--- src/rtl/loader_pkg.sv ---
// Shared definitions for the program loader: FSM state encoding, byte width
// and the default halt word.
package loader_pkg;

    localparam int          BYTE_W            = 8;
    localparam logic [31:0] DEFAULT_HALT_WORD = 32'hFFFF_FFFF;

    typedef enum logic [1:0] {
        IDLE = 2'd0,
        LOAD = 2'd1,
        DONE = 2'd2
    } state_e;

endpackage

--- src/rtl/word_assembler.sv ---
// Little-endian byte-to-word assembler: byte k of a word lands in bits
// [8k+7:8k]. A completed word is presented one cycle after its last byte is
// accepted, with a single-cycle valid pulse. The output word register holds
// its value between completions.
module word_assembler
    import loader_pkg::*;
#(
    parameter int NB_DATA = 32
) (
    input  logic               i_clk,
    input  logic               i_rst_n,
    input  logic               i_clear,
    input  logic               i_accept,
    input  logic [BYTE_W-1:0]  i_byte,
    output logic               o_complete,
    output logic [NB_DATA-1:0] o_word,
    output logic               o_word_valid
);

    localparam int N_BYTES = NB_DATA / BYTE_W;
    localparam int IDX_W   = (N_BYTES > 1) ? $clog2(N_BYTES) : 1;
    localparam logic [IDX_W-1:0] LAST_IDX = IDX_W'(N_BYTES - 1);

    logic [IDX_W-1:0]   idx_q, idx_d;
    logic [NB_DATA-1:0] buf_q, buf_d;
    logic [NB_DATA-1:0] word_q, word_d;
    logic               word_valid_q, word_valid_d;
    logic               complete;

    // Place the incoming byte, advance the index and latch a finished word.
    always_comb begin
        // NOTE: every signal gets a default first so no path leaves it unassigned (no latch).
        idx_d        = idx_q;
        buf_d        = buf_q;
        word_d       = word_q;
        word_valid_d = 1'b0;
        complete     = 1'b0;
        if (i_clear) begin
            idx_d = '0;
            buf_d = '0;
        end else if (i_accept) begin
            buf_d[BYTE_W*idx_q +: BYTE_W] = i_byte;
            if (idx_q == LAST_IDX) begin
                idx_d        = '0;
                complete     = 1'b1;
                word_d       = buf_d;
                word_valid_d = 1'b1;
            end else begin
                idx_d = idx_q + 1'b1;
            end
        end
    end

    // Assembly state registers.
    always_ff @(posedge i_clk or negedge i_rst_n) begin
        // NOTE: non-blocking assignments so every flop samples pre-edge values.
        if (!i_rst_n) begin
            idx_q        <= '0;
            buf_q        <= '0;
            word_q       <= '0;
            word_valid_q <= 1'b0;
        end else begin
            idx_q        <= idx_d;
            buf_q        <= buf_d;
            word_q       <= word_d;
            word_valid_q <= word_valid_d;
        end
    end

    assign o_complete   = complete;
    assign o_word       = word_q;
    assign o_word_valid = word_valid_q;

endmodule

--- src/rtl/program_loader.sv ---
// Program loader: assembles received bytes into little-endian words and
// writes them to consecutive memory addresses until the halt word is written
// or the memory is full.
// Optional feature: define PROGRAM_LOADER_CHECKSUM_EN to enable the running
// XOR checksum of accepted bytes; otherwise o_checksum is tied to 0.
module program_loader
    import loader_pkg::*;
#(
    parameter int                 NB_DATA    = 32,
    parameter int                 NB_ADDRESS = 4,
    parameter int                 N_ADDRESS  = 16,
    parameter logic [NB_DATA-1:0] HALT_WORD  = NB_DATA'(DEFAULT_HALT_WORD)
) (
    input  logic                  i_clk,
    input  logic                  i_rst_n,
    input  logic                  i_start,
    input  logic [BYTE_W-1:0]     i_rx_data,
    input  logic                  i_rx_valid,
    output logic [NB_ADDRESS-1:0] o_w_addr,
    output logic [NB_DATA-1:0]    o_w_data,
    output logic                  o_w_en,
    output logic                  o_busy,
    output logic                  o_done,
    output logic [NB_ADDRESS:0]   o_word_count,
    output logic [BYTE_W-1:0]     o_checksum
);

    localparam logic [NB_ADDRESS-1:0] LAST_ADDR = NB_ADDRESS'(N_ADDRESS - 1);

    state_e                state_q, state_d;
    logic                  start_load;
    logic                  terminate;
    logic                  accept;
    logic                  asm_complete;
    logic                  w_en;
    logic [NB_DATA-1:0]    w_data;
    logic [NB_ADDRESS-1:0] addr_q, addr_d;
    logic [NB_ADDRESS-1:0] w_addr_q, w_addr_d;
    logic [NB_ADDRESS:0]   count_q, count_d;

    // The write in progress ends the load if it is the halt word or the last address.
    assign terminate = w_en && ((w_data == HALT_WORD) || (w_addr_q == LAST_ADDR));

    // Bytes are taken only in LOAD; a byte arriving alongside a terminating
    // write belongs to a partial word that would be discarded anyway.
    assign accept = (state_q == LOAD) && i_rx_valid && !terminate;

    word_assembler #(
        .NB_DATA (NB_DATA)
    ) u_word_assembler (
        .i_clk        (i_clk),
        .i_rst_n      (i_rst_n),
        .i_clear      (start_load),
        .i_accept     (accept),
        .i_byte       (i_rx_data),
        .o_complete   (asm_complete),
        .o_word       (w_data),
        .o_word_valid (w_en)
    );

    // Next-state logic; a start from IDLE or DONE begins a fresh load.
    always_comb begin
        state_d    = state_q;
        start_load = 1'b0;
        case (state_q)
            IDLE: begin
                if (i_start) begin
                    state_d    = LOAD;
                    start_load = 1'b1;
                end
            end
            LOAD: begin
                if (terminate) begin
                    state_d = DONE;
                end
            end
            DONE: begin
                if (i_start) begin
                    state_d    = LOAD;
                    start_load = 1'b1;
                end
            end
            default: state_d = IDLE;
        endcase
    end

    // Address and word-count bookkeeping: the write address is captured when
    // a word completes, and the count advances at the end of the write cycle.
    always_comb begin
        addr_d   = addr_q;
        w_addr_d = w_addr_q;
        count_d  = count_q;
        if (start_load) begin
            addr_d  = '0;
            count_d = '0;
        end else begin
            if (asm_complete) begin
                w_addr_d = addr_q;
                addr_d   = addr_q + 1'b1;
            end
            if (w_en) begin
                count_d = count_q + 1'b1;
            end
        end
    end

    // State, address and count registers.
    always_ff @(posedge i_clk or negedge i_rst_n) begin
        if (!i_rst_n) begin
            state_q  <= IDLE;
            addr_q   <= '0;
            w_addr_q <= '0;
            count_q  <= '0;
        end else begin
            state_q  <= state_d;
            addr_q   <= addr_d;
            w_addr_q <= w_addr_d;
            count_q  <= count_d;
        end
    end

`ifdef PROGRAM_LOADER_CHECKSUM_EN
    logic [BYTE_W-1:0] checksum_q, checksum_d;

    // Running XOR of bytes accepted in the current load.
    always_comb begin
        checksum_d = checksum_q;
        if (start_load) begin
            checksum_d = '0;
        end else if (accept) begin
            checksum_d = checksum_q ^ i_rx_data;
        end
    end

    // Checksum register.
    always_ff @(posedge i_clk or negedge i_rst_n) begin
        if (!i_rst_n) begin
            checksum_q <= '0;
        end else begin
            checksum_q <= checksum_d;
        end
    end

    assign o_checksum = checksum_q;
`else
    assign o_checksum = '0;
`endif

    assign o_w_addr     = w_addr_q;
    assign o_w_data     = w_data;
    assign o_w_en       = w_en;
    assign o_busy       = (state_q == LOAD);
    assign o_done       = (state_q == DONE);
    assign o_word_count = count_q;

endmodule

--- config.mk ---
export PLATFORM = sky130hd
export DESIGN_NAME = program_loader
export DESIGN_NICKNAME = d
export VERILOG_FILES = /design/src/rtl/loader_pkg.sv /design/src/rtl/word_assembler.sv /design/src/rtl/program_loader.sv
export SDC_FILE = /design/constraint.sdc
export NUM_CORES = 1
export LEC_CHECK = 0
export CORE_ASPECT_RATIO = 1.2
export CORE_UTILIZATION = 29
export DETAILED_ROUTE_END_ITERATION = 12
export PLACE_DENSITY = 0.45
export SYNTH_ARGS = -nofsm -noshare
export SYNTH_HDL_FRONTEND = slang
export SYNTH_SLANG_ARGS = --single-unit
--- constraint.sdc ---
create_clock -name i_clk -period 4.5 [get_ports i_clk]
set_input_delay 0.9 -clock i_clk [delete_from_list [all_inputs] [get_ports i_clk]]
set_output_delay 0.9 -clock i_clk [all_outputs]
set_load 0.01 [all_outputs]
==> impl_metrics.json <==
{
  "gp_congestion": 0.7196,
  "cp_max_fo": 17,
  "coreArea_um2": 14470,
  "drt_wl_total_um": 11020,
  "ys_seq_elements": 82,
  "relSlewSlack_pct": 26.24,
  "peakVddDrop_mv": 0.2122,
  "setup_ws_ns": 1.600,
  "num_rows": 48,
  "cp.required_ns": 4.78,
  "via_count": 3354,
  "placed_cells": 649,
  "drcViolationCount": 0,
  "setup_tns_ns": 0,
  "initial_utilization_pct": 29.93,
  "hp-class": "reg2reg",
  "antenna_found_initial": 0,
  "period_share_pct": 64.44,
  "rr_worst_depth": 6,
  "syn_inst": 423,
  "die_h_um": 135.9,
  "synth_edf_count": 0,
  "synthTopCellsByArea": "dfrtp_1, mux2_2, a311o_1",
  "antenna_left": 0,
  "worst_pin_slew_ns": 1.091,
  "yosysWarnings": 0,
  "clock_skew_ns": 0.008505,
  "fill_cells": 1461,
  "worstPathCellList": "inv_1 -> ha_1 -> nor4bb_1 -> nand2_1 -> o21ai_0 -> mux2_2",
  "p_leak_nw": 2.366,
  "clkTransAtPathRegs_ns": 0.06,
  "status": "finished, final reports clean",
  "cp-start-kind": "flop",
  "drt_iter0_drc": 165,
  "synth_top_cell_by_area": "dfrtp_1",
  "first_global_vias": 3257,
  "grtUsageTotal_pct": 14.91,
  "yosysSeqAreaShare_pct": 47.37,
  "wl_per_cell_um": 16.57,
  "rrSetupSlack_ns": 1.60,
  "min_period_ns": 2.900,
  "rsz0062_at_grt": "false",
  "power_switching_mw": 1.099,
  "fmaxAchievable_mhz": 344.8,
  "clkPwrFrac_pct": 24.4,
  "p_seq_share_pct": 37.4,
  "crit_path_max_incr_delay_ns": 1.01,
  "drv_slew": 0,
  "antenna_cells": 0,
  "synth.avg_cell_area_um2": 10.24,
  "insertion_delay_ns": 0.34,
  "hold_buffers": 0,
  "final_cells": 665,
  "grt_start_max_net_pins": 83,
  "numCtsBuffers": 9,
  "crit_start": "u_word_assembler.idx_q[0]",
  "internal-power_mw": 2.138,
  "r2r_start": "u_word_assembler.idx_q[0]",
  "crit_path_end": "u_word_assembler.o_word[2]",
  "cpMaxStageDelayCell": "nor4bb_1",
  "synth_cell_type_count": 34,
  "viasPerCell": 5.044,
  "globalRouteOverflowTotal": 0,
  "setup_viol_count_final": 0,
  "drv_cap": 0,
  "drive_gt1_share_pct": 11.83,
  "crit_arrival_ns": 3.18,
  "htree_levels": 3,
  "r2r-end": "u_word_assembler.o_word[2]",
  "cts_tree": "yes",
  "async_flop_share_pct": 100.0,
  "synthesis.area_um2": 4332,
  "path_buf_inv": 1,
  "num-nets-final": 480,
  "ios": 64,
  "fin_util_pct": 36.42,
  "hpwl_um": 7103,
  "cp-end-kind": "flop",
  "crit_type": "reg2reg",
  "cts-root-buf": "clkbuf_16",
  "cts_buffer_depth": 2,
  "post_cts_buffers": 0,
  "dp_slack_ns": 1.498,
  "drt-pass1-iter-count": 4,
  "pwr-share-comb_pct": 38.2,
  "critical_path.top_delay_family": "simple AND/OR/NAND/NOR gates",
  "swShare_pct": 33.95,
  "grt_pass1_wl_um": 17640,
  "finalHoldViolCount": 0,
  "die-width_um": 113.6,
  "area_delta_synth_final_pct": 21.69,
  "powerDensity_nw_per_um2": 614.2,
  "ctsResizeCount": 0,
  "portBuffers": 55,
  "yosys.area.top_type_share_pct": 47.37,
  "die_area_um2": 15430,
  "synth-main-ff-cell": "dfrtp_1",
  "path_depth": 6,
  "clock_sinks": 82
}
==> cells by family after synthesis <==
family          synth area share, %
flops                         47.37
fa+ha+maj                     2.311
buf+inv                       7.452
other cells                 0.08657
xor+xnor                      1.213
simple gates                  12.57
mux                           10.77
compound gates                18.23
==> cell type report <==
| class | instances | area [um2] | area share (%) |
|---|---|---|---|
| well taps | 200 | 250.2 | 4.747 |
| flip-flops and latches | 82 | 2052 | 38.93 |
| clock buffers | 11 | 242.7 | 4.605 |
| repair buffers | 59 | 590.6 | 11.20 |
| inverters | 17 | 63.81 | 1.211 |
| clock inverters | 5 | 77.57 | 1.472 |
| multi-input cells | 291 | 1994 | 37.84 |
==> through the flow <==
step	area [um2]	hold slack [ns]	power, mW
floorplan	4358	0.4908	1.979
global placement	4951	0.5004	2.434
detailed placement	4951	0.5091	2.474
CTS	5271	0.5221	3.280
global route	5271	0.5356	3.451
finish	5271	0.5216	3.238
==> metal layers <==
| layer | GRT usage, % | up-vias | wire [um] |
|---|---|---|---|
| li1 | - | 1582 | - |
| met1 | 20.02 | 1681 | 5183 |
| met2 | 23.61 | 79 | 5222 |
| met3 | 3.121 | 12 | 429 |
| met4 | 5.482 | 0 | 187 |
| met5 | 0 | - | 0 |
==> synthesized netlist by cell type, drive strengths merged (4+ instances only) <==
cell type,number
a21oi,53
mux2,37
nand2,60
buf,24
a311o,32
nor2,7
o21ai,13
nand4,11
dfrtp,82
a211oi,12
ha,8
inv,17
nand2b,21
clkbuf,16
xor2,4
mux2i,5
==> placed cells by master (no fill, tap or decap), types with 2 or more instances in the layout <==
cell,count
a211oi_1,12
a21oi_1,53
a311o_1,32
and2_1,2
buf_4,4
bufinv_16,2
clkbuf_16,9
clkdlybuf4s50_1,54
clkinv_2,2
conb_1,8
dfrtp_1,82
ha_1,8
inv_1,17
mux2_1,5
mux2_2,32
mux2i_1,5
nand2_1,60
nand2b_1,20
nand3_1,2
nand4_1,11
nor2_1,7
nor2b_1,2
nor3_1,2
o21ai_0,13
or4_1,2
xnor2_1,2
xor2_1,4
==> power by group through the flow <==
stage / clock network, mW / registers, mW / logic [mW]
2_1_floorplan: 0 / 1.24 / 0.739
3_3_place_gp: 0 / 1.22 / 1.22
3_5_place_dp: 0 / 1.23 / 1.25
4_1_cts: 0.814 / 1.21 / 1.25
5_1_grt: 0.844 / 1.25 / 1.36
6_report: 0.791 / 1.21 / 1.24
==> worst min-delay path by stage <==
stage	from	endpoint	slack, ns	depth (start not counted)
2_1_floorplan	addr_q[0]	addr_q[0]	0.49	1
3_3_place_gp	u_word_assembler.buf_q[0]	u_word_assembler.buf_q[0]	0.50	1
3_5_place_dp	u_word_assembler.buf_q[4]	u_word_assembler.buf_q[4]	0.51	1
4_1_cts	u_word_assembler.buf_q[4]	u_word_assembler.buf_q[4]	0.52	1
5_1_grt	u_word_assembler.buf_q[12]	u_word_assembler.buf_q[12]	0.54	1
6_report	u_word_assembler.buf_q[12]	u_word_assembler.buf_q[12]	0.52	1
==> flip-flops by register name, indices dropped and copies added, names as in the netlist <==
name,cells
state_q,2
u_word_assembler.buf_q,32
u_word_assembler.o_word,32
u_word_assembler.idx_q,2
o_word_count,5
o_w_addr,4
u_word_assembler.o_word_valid,1
addr_q,4
(Power assumes the default switching activity.)
